<file path="src/rtl/sar_adc4_ctrl.sv">
// sar_adc4_ctrl: successive-approximation ADC controller.
// Drives a trial code to the DAC, reads one comparator bit per trial
// (MSB first) and publishes the final code with a one-cycle done pulse.
// Optional macro SAR_SETTLE_EN inserts a WAIT state of SETTLE_CYCLES
// cycles before each comparator sample so the DAC output can settle.
//
// Handshake: start is a level request sampled only in IDLE; each accepted
// request produces exactly one done pulse, and result is valid from that
// pulse until the next one. Requests while busy or done are ignored.
module sar_adc4_ctrl #(
    parameter int WIDTH         = 4,
    parameter int SETTLE_CYCLES = 2
) (
    input  logic             clk,
    input  logic             reset,
    input  logic             start,
    input  logic             cmp,
    output logic             sample,
    output logic             busy,
    output logic [WIDTH-1:0] dac_code,
    output logic [WIDTH-1:0] result,
    output logic             done
);

    localparam int IW = (WIDTH > 1) ? $clog2(WIDTH) : 1;
    localparam logic [IW-1:0]    TOP_IDX = IW'(WIDTH - 1);
    localparam logic [WIDTH-1:0] ONE     = WIDTH'(1);
    localparam logic [WIDTH-1:0] MSB     = ONE << (WIDTH - 1);

    // Settle count must fit the 4-bit counter and be at least one cycle.
    if (SETTLE_CYCLES < 1 || SETTLE_CYCLES > 15) begin : g_bad_settle
        $error("SETTLE_CYCLES out of range 1..15");
    end

`ifdef SAR_SETTLE_EN
    typedef enum logic [2:0] {
        IDLE    = 3'd0,
        SAMPLE  = 3'd1,
        CONVERT = 3'd2,
        DONE    = 3'd3,
        WAIT    = 3'd4
    } state_t;
`else
    typedef enum logic [1:0] {
        IDLE    = 2'd0,
        SAMPLE  = 2'd1,
        CONVERT = 2'd2,
        DONE    = 2'd3
    } state_t;
`endif

    state_t state;
    state_t state_n;

    logic [IW-1:0]    bit_idx;
    logic [WIDTH-1:0] bit_mask;
    logic [WIDTH-1:0] resolved;

`ifdef SAR_SETTLE_EN
    localparam logic [3:0] SETTLE_LOAD = 4'(SETTLE_CYCLES - 1);
    logic [3:0] settle_cnt;
`endif

    // Current trial bit, and the trial code with that bit resolved by cmp.
    always_comb begin
        bit_mask = ONE << bit_idx;
        resolved = cmp ? dac_code : (dac_code & ~bit_mask);
    end

    // State register.
    always_ff @(posedge clk or posedge reset) begin
        if (reset) state <= IDLE;
        else       state <= state_n;
    end

    // Next-state logic and state-decoded strobes.
    always_comb begin
        state_n = state;
        sample  = 1'b0;
        busy    = 1'b0;
        done    = 1'b0;
        case (state)
            IDLE: begin
                if (start) state_n = SAMPLE;
            end
            SAMPLE: begin
                sample = 1'b1;
                busy   = 1'b1;
`ifdef SAR_SETTLE_EN
                state_n = WAIT;
`else
                state_n = CONVERT;
`endif
            end
            CONVERT: begin
                busy = 1'b1;
                if (bit_idx == '0) state_n = DONE;
`ifdef SAR_SETTLE_EN
                else               state_n = WAIT;
`endif
            end
`ifdef SAR_SETTLE_EN
            WAIT: begin
                busy = 1'b1;
                if (settle_cnt == 4'd0) state_n = CONVERT;
            end
`endif
            DONE: begin
                done    = 1'b1;
                state_n = IDLE;
            end
            default: state_n = IDLE;
        endcase
    end

    // Trial code, bit index and result registers.
    always_ff @(posedge clk or posedge reset) begin
        if (reset) begin
            dac_code <= '0;
            result   <= '0;
            bit_idx  <= TOP_IDX;
        end else begin
            case (state)
                IDLE: begin
                    dac_code <= '0;
                    bit_idx  <= TOP_IDX;
                end
                SAMPLE: begin
                    dac_code <= MSB;
                    bit_idx  <= TOP_IDX;
                end
                CONVERT: begin
                    if (bit_idx == '0) begin
                        result   <= resolved;
                        dac_code <= resolved;
                    end else begin
                        dac_code <= resolved | (bit_mask >> 1);
                        bit_idx  <= bit_idx - 1'b1;
                    end
                end
                DONE: begin
                    dac_code <= '0;
                end
                default: begin
                    dac_code <= dac_code;
                end
            endcase
        end
    end

`ifdef SAR_SETTLE_EN
    // Settle counter: loaded whenever a new trial code is presented.
    always_ff @(posedge clk or posedge reset) begin
        if (reset) begin
            settle_cnt <= 4'd0;
        end else if (state == SAMPLE || (state == CONVERT && bit_idx != '0)) begin
            settle_cnt <= SETTLE_LOAD;
        end else if (state == WAIT && settle_cnt != 4'd0) begin
            settle_cnt <= settle_cnt - 4'd1;
        end
    end
`endif

endmodule

</file>
<file path="config.mk">
export PLATFORM = sky130hd
export DESIGN_NAME = sar_adc4_ctrl
export DESIGN_NICKNAME = d
export VERILOG_FILES = /design/src/rtl/sar_adc4_ctrl.sv
export SDC_FILE = /design/constraint.sdc
export NUM_CORES = 1
export LEC_CHECK = 0
export CAP_MARGIN = 30
export CORE_MARGIN = 1
export CORE_UTILIZATION = 42
export CTS_CLUSTER_DIAMETER = 200
export DETAILED_ROUTE_END_ITERATION = 10
export PLACE_DENSITY = 0.84
export RECOVER_POWER = 50
export SETUP_SLACK_MARGIN = 0.2
export SLEW_MARGIN = 5
export SYNTH_ARGS = -nofsm -noshare
export SYNTH_HDL_FRONTEND = slang
export SYNTH_SLANG_ARGS = --single-unit
</file>
<file path="constraint.sdc">
create_clock -name clk -period 1.2 [get_ports clk]
set_input_delay 0.24 -clock clk [delete_from_list [all_inputs] [get_ports clk]]
set_output_delay 0.24 -clock clk [all_outputs]
set_load 0.02 [all_outputs]
</file>
## After elaboration in Yosys (flattened, before gate mapping)

Cells that the tools add are included.

- Register bits: 12
- Bits in latches: 0
- Bits in writable memories: 0
- ROM bits: 0
- Input port bits: 4
- Logic and storage cells: 35
- Memories kept: 0

- Add/sub/neg operators: 1
- Multipliers: 0
- Divide/modulo/power cells: 0
- $lt $le $gt $ge: 0
- Equality and inequality tests: 6
- Shift operators: 1
- Muxes and demuxes: 11
- Bitwise logic cells: 3
- Reduce and logical (&&, ||, !) cells: 9

Operator list:

| cell | number |
|---|---|
| $pmux W4 S3 | 1 |
| $mux W4 | 2 |
| $pmux W2 S4 | 1 |
| $mux W2 | 3 |
| $ne A2 B2 Y1 const B | 3 |
| $reduce_and A2 Y1 | 3 |
| $reduce_or A2 Y1 | 3 |
| $and A4 B4 Y4 | 1 |
| $eq A2 B2 Y1 const B | 2 |
| $logic_not A2 Y1 | 2 |
| $not A4 Y4 | 1 |
| $or A4 B3 Y4 | 1 |
| $pmux W2 S2 | 1 |
| $shl A1 B2 Y4 const A | 1 |
| $mux W1 | 3 |
| $eq A2 B1 Y1 const B | 1 |
| $reduce_bool A2 Y1 | 1 |
| $sub A2 B1 Y2 const B | 1 |

## Logic depth before layout (Yosys ltp)

- Depth in word-level cells: 7
- Gate-level depth with buffers: 5

## Worst setup path after synthesis

No wires, ideal clock.

- Path type: register to register
- Start: register bit_idx[0]
- End: register state[1]
- Library setup time: 0.079 ns
- Arrival: 1.244 ns
- Data required time: 1.121 ns
- Slack: -0.124 ns
- Cell stages (with the launch flop): 6
- Buffers on the path: 0
- Clock period less this slack: 1.324 ns
- Cell sequence: dfstp_2 > inv_1 > ha_1 > nand2b_1 > o21ai_2 > mux2i_1

- Cells in the longest elaborated chain, start to end: 3

Ends and longest elaborated chain:

| what | RTL line | source |
|---|---|---|
| start: declaration | 55 | `logic [IW-1:0] bit_idx;` |
| start signal: assignment | 138 | `bit_idx <= bit_idx - 1'b1;` |
| $logic_not A2 Y1 | 97 | `if (bit_idx == '0) state_n = DONE;` |
| $ne A2 B2 Y1 (no source line) | n/a |  |
| $reduce_and A2 Y1 (no source line) | n/a |  |
| end signal: assignment | 73 | `else state <= state_n;` |
| end: declaration | 52 | `state_t state;` |

No other way between the ends.
A chain may end at the register's enable or synchronous reset.

## Worst setup path in the final report

- Start: register state[1]
- End: output port busy

- Cells in the longest elaborated chain, start to end: 3

Ends and longest elaborated chain:

| what | RTL line | source |
|---|---|---|
| $eq A2 B2 Y1 / $eq A2 B1 Y1 (equally long branches) | 82 | `case (state)` |
| $reduce_or A2 Y1 (no source line) * | n/a |  |
| $mux W1 * | 82 |  |
| end: declaration | 19 | `output logic busy,` |

Every way passes the cells marked *; elsewhere a longest branch is shown, timed or not.

==> impl_metrics.csv <==
group,metric,value,unit
placement,dp_slack,-0.284,ns
critical_path,critical_path.startpoint,"state[1]$_DFFE_PP0P_",
floorplanning,rows,13,
clocking,htreeDepth,1,
route,wl_met2,1210,um
clocking,insertion_delay,0.30,ns
cells_and_area,multi_input_area,513,um^2
timing,fin_crit,1.40,ns
timing,setup_viol,15,
clocking,cts_made_buffers,3,
placement,numPortBuffers,14,
cells_and_area,n_fill_cell,29,
timing,drv_slew,0,
critical_path,reg2reg_depth,5,
critical_path,worst-path-buf-inv,2,
cells_and_area,drive_gt1_share,72.2,%
timing,fin_ws,-0.199,ns
clocking,numClockSinks,12,
global_route,first_global_vias,621,
timing,skew,0.00633,ns
placement,dp_hpwl,955,um
yosys,yosys.cell_types.count,13,
critical_path,endpoint_kind,"output port",
floorplanning,start_util,47.2,%
route,num_vias,637,
route,viasPerCell,5.18,
timing,fin_crit_sh,117,%
cells_and_area,final_area,1300,um^2
global_route,grt_usage,28.5,%
critical_path,path_cells,"inv_2, ha_4, buf_6",
cells_and_area,final_nets,123,
critical_path,crit_cells,3,
yosys,ys_ff_latch,12,
global_route,grt_remaining_overflow,0,
critical_path,path_class,"flop to output port",
yosys,ys_seq_area_share,47.5,%
floorplanning,core-area,1350,um^2
clocking,clk_pin_slew,0.09,ns
timing,tightest_slew,0.664,ns
floorplanning,io_pins,15,
yosys,synthesis.area,637,um^2
floorplanning,die_y,40.9,um
global_route,antenna_found_initial,0,
placement,placedCellCount,103,
flow_run,cap_violations,0,
power,ir_drop,2370,uV
cells_and_area,final_common_cell,"buf_6",
yosys,yosysWarnings,0,
yosys,synth_cells,66,
critical_path,r2r-start,"bit_idx[1]$_DFFE_PP1P_",
route,met3_length,84,um
yosys,post-synth-top-area-cell,"dfrtp_1",
timing,whs,0.533,ns
outcome,violations,"negative setup slack",
clocking,cts_tree,"yes",
timing,fmax,715,MHz
critical_path,worst_path_max_delay_cell,"dfrtp_1",
clocking,clockBufferDepth,2,
critical_path,r2r-end,"state[1]$_DFFE_PP0P_",
critical_path,critPathTopFamily,"flip-flops",
critical_path,critPathMaxStageDelay,0.40,ns
timing,hold_viol,0,
route,first_iter_violations,4,
power,p_leak,0.571,nW
critical_path,arrival,1.16,ns
clocking,cts_root_buf,"clkbuf_4",
critical_path,rrSetupSlack,-0.17,ns
route,antenna_violating_nets_post_route,0,
power,power.density,3000,nW/um^2
critical_path,cp-start-kind,"flop",
placement,dpl_cell_area,901,um^2
route,drc_errors,0,
global_route,grt_max_degree,13,
critical_path,crit_required,0.96,ns
global_route,grt_pass1_wl,2920,um
cells_and_area,final_cell_mix,"21 x buf_6, 12 x buf_4, 10 x dfrtp_1",
floorplanning,dieArea,1680,um^2
cells_and_area,fin_cells,123,
timing,rsz0062_at_grt,"true",
floorplanning,die_w,40.9,um
cells_and_area,area_growth,104,%
route,wl_met1,930,um
route,top_layer,"met4",
yosys,synth.avg_cell_area,9.65,um^2
yosys,synthDominantCellAreaShare,39.3,%
cells_and_area,seq_area,303,um^2
outcome,status,"finished, violations left",
yosys,synth_area_leaders,"dfrtp_1 39%, ha_1 20%, dfstp_2 8.3%, inv_1 6.5%, a21oi_1 5.5%",
cells_and_area,num_antenna_cells,0,
timing,max-slew-margin-rel,55.7,%
critical_path,path_max_fanout,3,
worst_hold_path,hold_path.class,"input port to async pin",
placement,place.gp.congestion,0.725,
route,wl,2310,um
yosys,syn-num-nets,80,
route,dr.pass1.iters,2,
route,wl_per_cell,18.7,um
## tightest hold or removal path, delay by kind of cell
family / cells / cell delay (ns)
buffers and inverters: 3 / 1.09
## cells by family after synthesis
logic type | after synthesis | share of synthesized area, %
AO/OA/AOI/OAI | 16 | 13.2
AND/OR/NAND/NOR | 15 | 10.0
flip-flops | 12 | 47.5
buffers and inverters | 11 | 6.48
adder cells (fa/ha/maj) | 10 | 19.6
multiplexers | 2 | 3.14
## layer usage
layer / track usage, % / vias to the layer above
met5: 0 / -
met4: 12.5 / 0
met3: 3.26 / 10
met2: 51.6 / 24
met1: 33.1 / 311
li1: - / 292
## synthesized netlist by cell type
cell	n
a21oi_1	7
dfrtp_1	10
dfstp_2	2
ha_1	10
inv_1	11
mux2i_1	2
nand2_1	8
nand2_2	1
nand2b_1	2
nor2_1	4
o21ai_0	4
o21ai_1	4
o21ai_2	1
## state kept, by name, summed over array words and instances, names as in the netlist
name      count
bit_idx       2
dac_code      4
result        4
state         2
## cell type report
| type | instances | share of cell area, % |
|---|---|---|
| clock buffers | 4 | 2.79 |
| inverters | 11 | 3.75 |
| multi-input cells | 43 | 39.5 |
| flip-flops and latches | 12 | 23.3 |
| well taps | 15 | 1.44 |
| repair buffers | 38 | 29.3 |
## power by group
group	switching, mW	total, mW	leakage (nW)	internal (mW)
registers	0.172	0.777	0.138	0.605
logic	1.33	2.76	0.413	1.43
clock network	0.173	0.358	0.0210	0.185
## how the worst max path moves through the flow
stage,to
finish,busy
global route,busy
CTS,sample
detailed placement,busy
global placement,busy
floorplan,state[1]$_DFFE_PP0P_
## stage by stage
stage	setup TNS [ns]	utilization [%]	total power, mW
floorplan	-0.00869	-	1.70
finish	-1.59	96.3	3.90
detailed placement	-1.07	66.7	2.32
global route	-2.01	96.3	4.08
CTS	-0.726	90.5	3.44
global placement	-0.947	66.7	2.26
## repair_timing
item,CTS,global route
endpoints found under the setup margin,23,23
resized for setup,106,14
pin swaps,14,7
hold buffers,0,0
buffers inserted,13,3
Power figures use the tool's default switching activity.
